==> config.mk <==
export PLATFORM = sky130hd
export DESIGN_NAME = tag_bank_nway
export DESIGN_NICKNAME = d
export VERILOG_FILES = /design/src/rtl/tag_bank_nway.sv
export SDC_FILE = /design/constraint.sdc
export NUM_CORES = 1
export LEC_CHECK = 0
export CELL_PAD_IN_SITES_DETAIL_PLACEMENT = 1
export CELL_PAD_IN_SITES_GLOBAL_PLACEMENT = 2
export CORE_UTILIZATION = 46
export CTS_CLUSTER_DIAMETER = 150
export DETAILED_ROUTE_END_ITERATION = 7
export MAX_ROUTING_LAYER = met4
export PLACE_DENSITY = 0.79
export SLEW_MARGIN = 30
export SYNTH_ARGS = -nofsm -noshare
export SYNTH_HDL_FRONTEND = slang
export SYNTH_SLANG_ARGS = --single-unit
==> constraint.sdc <==
create_clock -name clk -period 2.4 [get_ports clk]
set_input_delay 0.24 -clock clk [delete_from_list [all_inputs] [get_ports clk]]
set_output_delay 0.24 -clock clk [all_outputs]
set_load 0.01 [all_outputs]
==> src/rtl/tag_bank_nway.sv <==
// tag_bank_nway: N-way set-associative tag bank with all-way compare, victim choice and flush.
// Latency: lookup response registered 1 cycle after acceptance; fills visible at the next edge.
// Backpressure: lkp_ready low while flushing or in reset; responses have no backpressure.
//
// Ports:
//   clk, rst_n                      clock and asynchronous active-low reset
//   lkp_valid/lkp_ready/lkp_idx/tag lookup request handshake
//   rsp_valid/rsp_hit/rsp_way       one-cycle lookup response (hit way, or victim way on miss)
//   fill_valid/fill_idx/way/tag     tag write into a set/way (IDLE only)
//   flush_req/flush_busy            invalidate all sets, one set per cycle
//   hit_cnt/miss_cnt                saturating statistics counters
// Optional feature macro: TAG_BANK_STATS_EN (hit/miss counters; tied to 0 when undefined).

module tag_bank_nway #(
  parameter  int WAYS  = 4,
  parameter  int SETS  = 16,
  parameter  int TAG_W = 4,
  localparam int IDX_W = $clog2(SETS),
  localparam int WAY_W = $clog2(WAYS)
) (
  input  logic             clk,
  input  logic             rst_n,
  input  logic             lkp_valid,
  output logic             lkp_ready,
  input  logic [IDX_W-1:0] lkp_idx,
  input  logic [TAG_W-1:0] lkp_tag,
  output logic             rsp_valid,
  output logic             rsp_hit,
  output logic [WAY_W-1:0] rsp_way,
  input  logic             fill_valid,
  input  logic [IDX_W-1:0] fill_idx,
  input  logic [WAY_W-1:0] fill_way,
  input  logic [TAG_W-1:0] fill_tag,
  input  logic             flush_req,
  output logic             flush_busy,
  output logic [15:0]      hit_cnt,
  output logic [15:0]      miss_cnt
);

  typedef enum logic [0:0] {
    ST_IDLE  = 1'b0,
    ST_FLUSH = 1'b1
  } state_t;

  state_t           state, state_nxt;
  logic [IDX_W-1:0] flush_cnt, flush_cnt_nxt;
  logic             in_idle;
  logic             flushing;

  // Storage: tags are never reset, valid bits and victim pointers are.
  logic [TAG_W-1:0] tag_mem   [SETS][WAYS];
  logic [WAYS-1:0]  valid_mem [SETS];
  logic [WAY_W-1:0] rr_ptr    [SETS];

  logic             lkp_acc;
  logic             fill_en;
  logic             hit;
  logic [WAY_W-1:0] hit_way;
  logic             inv_any;
  logic [WAY_W-1:0] inv_way;
  logic [WAY_W-1:0] rsp_way_nxt;

  // ---------------------------------------------------------------------------
  // Flush sequencer
  // ---------------------------------------------------------------------------
  always_ff @(posedge clk or negedge rst_n) begin
    if (!rst_n) begin
      state     <= ST_IDLE;
      flush_cnt <= '0;
    end else begin
      state     <= state_nxt;
      flush_cnt <= flush_cnt_nxt;
    end
  end

  always_comb begin
    state_nxt     = state;
    flush_cnt_nxt = flush_cnt;
    in_idle       = 1'b0;
    flushing      = 1'b0;
    case (state)
      ST_IDLE: begin
        in_idle = 1'b1;
        if (flush_req) begin
          state_nxt     = ST_FLUSH;
          flush_cnt_nxt = '0;
        end
      end
      ST_FLUSH: begin
        // flush_req is ignored here; the sweep always runs to completion.
        flushing = 1'b1;
        if (flush_cnt == IDX_W'(SETS - 1)) begin
          state_nxt = ST_IDLE;
        end else begin
          flush_cnt_nxt = flush_cnt + IDX_W'(1);
        end
      end
      default: begin
        state_nxt = ST_IDLE;
      end
    endcase
  end

  // Gating with rst_n only affects the visible handshake; internal flops are
  // held in reset anyway, so the acceptance term does not need it.
  assign lkp_ready  = rst_n & in_idle;
  assign flush_busy = flushing;

  assign lkp_acc = lkp_valid & in_idle;
  // A flush request in the same cycle wins over a fill.
  assign fill_en = fill_valid & in_idle & ~flush_req;

  // ---------------------------------------------------------------------------
  // All-way compare and victim selection (reads pre-fill contents)
  // ---------------------------------------------------------------------------
  always_comb begin
    hit     = 1'b0;
    hit_way = '0;
    inv_any = 1'b0;
    inv_way = '0;
    // Descending scan so the lowest-numbered way wins on multiple matches.
    for (int w = WAYS - 1; w >= 0; w--) begin
      if (valid_mem[lkp_idx][w] && (tag_mem[lkp_idx][w] == lkp_tag)) begin
        hit     = 1'b1;
        hit_way = WAY_W'(w);
      end
      if (!valid_mem[lkp_idx][w]) begin
        inv_any = 1'b1;
        inv_way = WAY_W'(w);
      end
    end
  end

  always_comb begin
    rsp_way_nxt = rr_ptr[lkp_idx];
    if (hit) begin
      rsp_way_nxt = hit_way;
    end else if (inv_any) begin
      rsp_way_nxt = inv_way;
    end
  end

  always_ff @(posedge clk or negedge rst_n) begin
    if (!rst_n) begin
      rsp_valid <= 1'b0;
      rsp_hit   <= 1'b0;
      rsp_way   <= '0;
    end else begin
      rsp_valid <= lkp_acc;
      rsp_hit   <= lkp_acc & hit;
      rsp_way   <= lkp_acc ? rsp_way_nxt : '0;
    end
  end

  // ---------------------------------------------------------------------------
  // State update: valid bits and round-robin victim pointers
  // ---------------------------------------------------------------------------
  always_ff @(posedge clk or negedge rst_n) begin
    if (!rst_n) begin
      for (int s = 0; s < SETS; s++) begin
        valid_mem[s] <= '0;
        rr_ptr[s]    <= '0;
      end
    end else if (flushing) begin
      valid_mem[flush_cnt] <= '0;
      rr_ptr[flush_cnt]    <= '0;
    end else if (fill_en) begin
      valid_mem[fill_idx][fill_way] <= 1'b1;
      // WAYS is a power of two, so the natural WAY_W-bit wrap gives mod WAYS.
      rr_ptr[fill_idx] <= fill_way + WAY_W'(1);
    end
  end

  always_ff @(posedge clk) begin
    if (fill_en) begin
      tag_mem[fill_idx][fill_way] <= fill_tag;
    end
  end

  // ---------------------------------------------------------------------------
  // Hit/miss statistics
  // ---------------------------------------------------------------------------
`ifdef TAG_BANK_STATS_EN
  logic        flush_start;
  logic [15:0] hit_q, miss_q;

  assign flush_start = in_idle & flush_req;

  // Clearing on flush start takes priority over counting a response that
  // completes on the same edge.
  always_ff @(posedge clk or negedge rst_n) begin
    if (!rst_n) begin
      hit_q  <= '0;
      miss_q <= '0;
    end else if (flush_start) begin
      hit_q  <= '0;
      miss_q <= '0;
    end else if (rsp_valid) begin
      if (rsp_hit) begin
        if (hit_q != 16'hFFFF) hit_q <= hit_q + 16'd1;
      end else begin
        if (miss_q != 16'hFFFF) miss_q <= miss_q + 16'd1;
      end
    end
  end

  assign hit_cnt  = hit_q;
  assign miss_cnt = miss_q;
`else
  assign hit_cnt  = '0;
  assign miss_cnt = '0;
`endif

endmodule
==> impl_metrics.yaml <==
power_and_ir_drop:
  p_leak_nw: 7.40
  power.share.combinational_pct: 12.9
  p_int_mw: 11.2
  p_sw_mw: 3.81
  power_density_mw_per_mm2: 821
  peakVddDrop_mv: 0.548
  switching_share_pct: 25.4
  clock_power_share_pct: 38.6
  seq_power_share_pct: 48.5
clock_network:
  clk_pin_slew_worst_paths_ns: 0.06
  cts_made_buffers: 40
  htreeDepth: 2
  clk_latency_ns: 0.53
  cts_setup_buffers: 0
  root_buffer: "clkbuf_16"
  ctsLongestPathBuffers: 3
  tritoncts: "built"
  cts_sinks: 361
drt:
  wirelength_mm: 42.1
  drt_iter0_markers: 660
  post-route-drc-count: 0
  first_pass_iters: 4
  drtAntennaViolNets: 0
  vias_per_cell: 5.72
  wire_per_inst_um: 27.2
  vias: 8849
global_route:
  grt_max_degree: 106
  gr-total-overflow: 0
  grt_pass1_vias: 9327
  met3_usage_pct: 4.61
  met1_usage_pct: 37.4
  grt_use_total_pct: 26.4
  grt_busiest_layer: "met2"
  globalRouteMet2Util_pct: 40.1
  grt_antenna_before_repair: 3
  grt_pass1_wl_mm: 62.4
worst_setup_path:
  r2r-start: "tag_mem[12][11]$_DFFE_PP_"
  required_ns: 2.84
  crit_fanout: 2
  arrival_ns: 2.83
  startpoint: "tag_mem[12][11]$_DFFE_PP_"
  crit_type: "register to register"
  critPathCaptureType: "register"
  crit_path_start_kind: "register"
layout:
  final_cell_mix: "256 x edfxtp_1, 105 x dfrtp_1, 95 x buf_4"
  drive_gt1_share_pct: 24.0
  synthToLayoutAreaGrowth_pct: 17.1
  nets: 1098
  postLayoutCoreUtil_pct: 54.7
  layout_commonest_cell: "edfxtp_1"
  fillers: 3092
  instances_no_fill: 1548
  ff_latch_area_mm2: 0.0103
  multiInputGateArea_mm2: 0.00491
timing:
  setup_viol: 0
  hold_violations: 0
  finClkSkew_ns: 0.0133
  max-slew-margin-rel_pct: 52.4
  whs_ns: 0.0325
  max_freq_mhz: 417
  final-max-slew-violation-count: 0
  rsz0062_at_grt: "true"
  tightestPinTransition_ns: 0.715
  post-route-period-util_pct: 99.8
  timing.final.crit_period_ns: 2.40
synthesis:
  ys.flop_type: "edfxtp_1"
  ys_types: 51
  async_flop_share_pct: 29.1
  ys_seq_elements: 361
  synth_warnings: 0
  syn_area_mm2: 0.0156
  syn_area_per_cell_um2: 16.7
  postSynthCellCount: 936
  seq_area_frac_synth_pct: 66.0
  synth_edf_count: 256
placement:
  dp_hpwl_mm: 29.1
  portBuffers: 28
  dp.cells: 1472
  gp_congestion: 0.820
min_path:
  min_path_type: "input port to register"
  hp-start: "fill_tag[3]"
die:
  num_rows: 67
  design.core.area_mm2: 0.0334
  dieArea_mm2: 0.0347
  pin_count: 61
  die_h_um: 186
  die_w_um: 186
  initial_core_util_pct: 46.7
status:
  status: "complete, no violations"
run:
  drv_cap: 0
## metal layers
metal	vias up	wire, um	part of all wire (%)
met5	-	0	0
met4	0	603	1.4
met3	52	2500	5.9
met2	280	19900	47
met1	4708	19100	45
li1	3809	-	-
## timing repair
item | CTS | global route
endpoints found under the hold margin | 105 | 0
hold buffers | 1 | 0
setup endpoints to repair | 2 | 3
gates resized for setup | 5 | 3
## power by group through the flow
| stage | logic, mW | clock network (mW) | registers (mW) |
|---|---|---|---|
| detailed placement | 1.91 | 0 | 7.40 |
| global placement | 1.84 | 0 | 7.38 |
| floorplan | 1.20 | 0 | 7.31 |
| finish | 1.93 | 5.80 | 7.29 |
| CTS | 1.92 | 5.89 | 7.28 |
| global route | 2.11 | 6.09 | 7.33 |
## critical path, stage by stage, from the launching register on
cell and delay, ns:
edfxtp_1 0.41, mux4_2 0.48, mux4_2 0.52, xnor2_2 0.15, nand2_2 0.09, or4_4 0.46
a311oi_2 0.20
## cells by family after synthesis
logic type	synth area share, %
adder cells (fa/ha/maj)	0.641
flip-flops	66.0
AO/OA/AOI/OAI	5.16
AND/OR/NAND/NOR	6.81
buffers and inverters	3.41
XOR/XNOR	1.18
other	0.0240
multiplexers	16.7
## final timing paths
path / end / slack, ns / cells after the start
max: rsp_way[0]$_DFF_PN0_ / 0.004 / 6
min: tag_mem[0][3]$_DFFE_PP_ / 0.03 / 1
max reg2reg: rsp_way[0]$_DFF_PN0_ / 0.004 / 6
min reg2reg: valid_mem[59]$_DFFE_PN0P_ / 0.47 / 1
max in group asynchronous: valid_mem[43]$_DFFE_PN0P_ / 1.59 / 3
min in group asynchronous: valid_mem[17]$_DFFE_PN0P_ / 0.34 / 3
## stage by stage
step / setup slack, ns / area, um2 / TNS, ns / total power [mW]
floorplan: 0.120 / 15700 / 0 / 8.50
global route: -0.0741 / 18300 / -0.146 / 15.5
global placement: -0.343 / 17000 / -0.808 / 9.22
detailed placement: -0.444 / 17000 / -0.974 / 9.31
finish: 0.00379 / 18300 / 0 / 15.0
CTS: -0.0154 / 18300 / -0.0178 / 15.1
## layout make-up
cell class,count,share of cell area [%]
Timing Repair Buffer,135,6.77
Multi-Input combinational cell,523,26.8
Tap cell,448,3.06
Antenna cell,1,0.0137
Sequential cell,361,56.4
Inverter,6,0.123
Clock buffer,61,6.40
Clock inverter,13,0.410
## state kept, by name (all words and copies together) (netlist names)
register / cells
tag_mem: 256
valid_mem: 64
state: 1
rsp_way: 2
flush_cnt: 4
rr_ptr: 32
rsp_valid: 1
rsp_hit: 1
## Yosys cell counts (all sizes together), types with 2 or more instances
cell type | number | area (um2)
o21ai | 19 | 95.1
nor3b | 2 | 15.0
a21oi | 5 | 25.0
xor2 | 6 | 52.6
dfrtp | 105 | 2630
o32ai | 2 | 17.5
edfxtp | 256 | 7690
nand4b | 2 | 17.5
mux2i | 51 | 510
nand4 | 4 | 25.0
a311oi | 2 | 23.8
nand2b | 6 | 37.5
nor3 | 7 | 35.0
o31ai | 2 | 15.0
and2 | 67 | 419
nand3b | 4 | 30.0
a211oi | 6 | 45.0
a21o | 64 | 480
a2111oi | 3 | 26.3
nor2 | 18 | 67.6
ha | 8 | 100
nor4 | 4 | 25.0
nor2b | 13 | 81.3
clkbuf | 13 | 52.6
xnor2 | 15 | 131
o22ai | 2 | 12.5
mux2 | 8 | 90.1
nand2 | 67 | 251
nand3 | 7 | 35.0
inv | 5 | 18.8
mux4 | 87 | 2020
buf | 64 | 458
(Power assumes the default switching activity.)
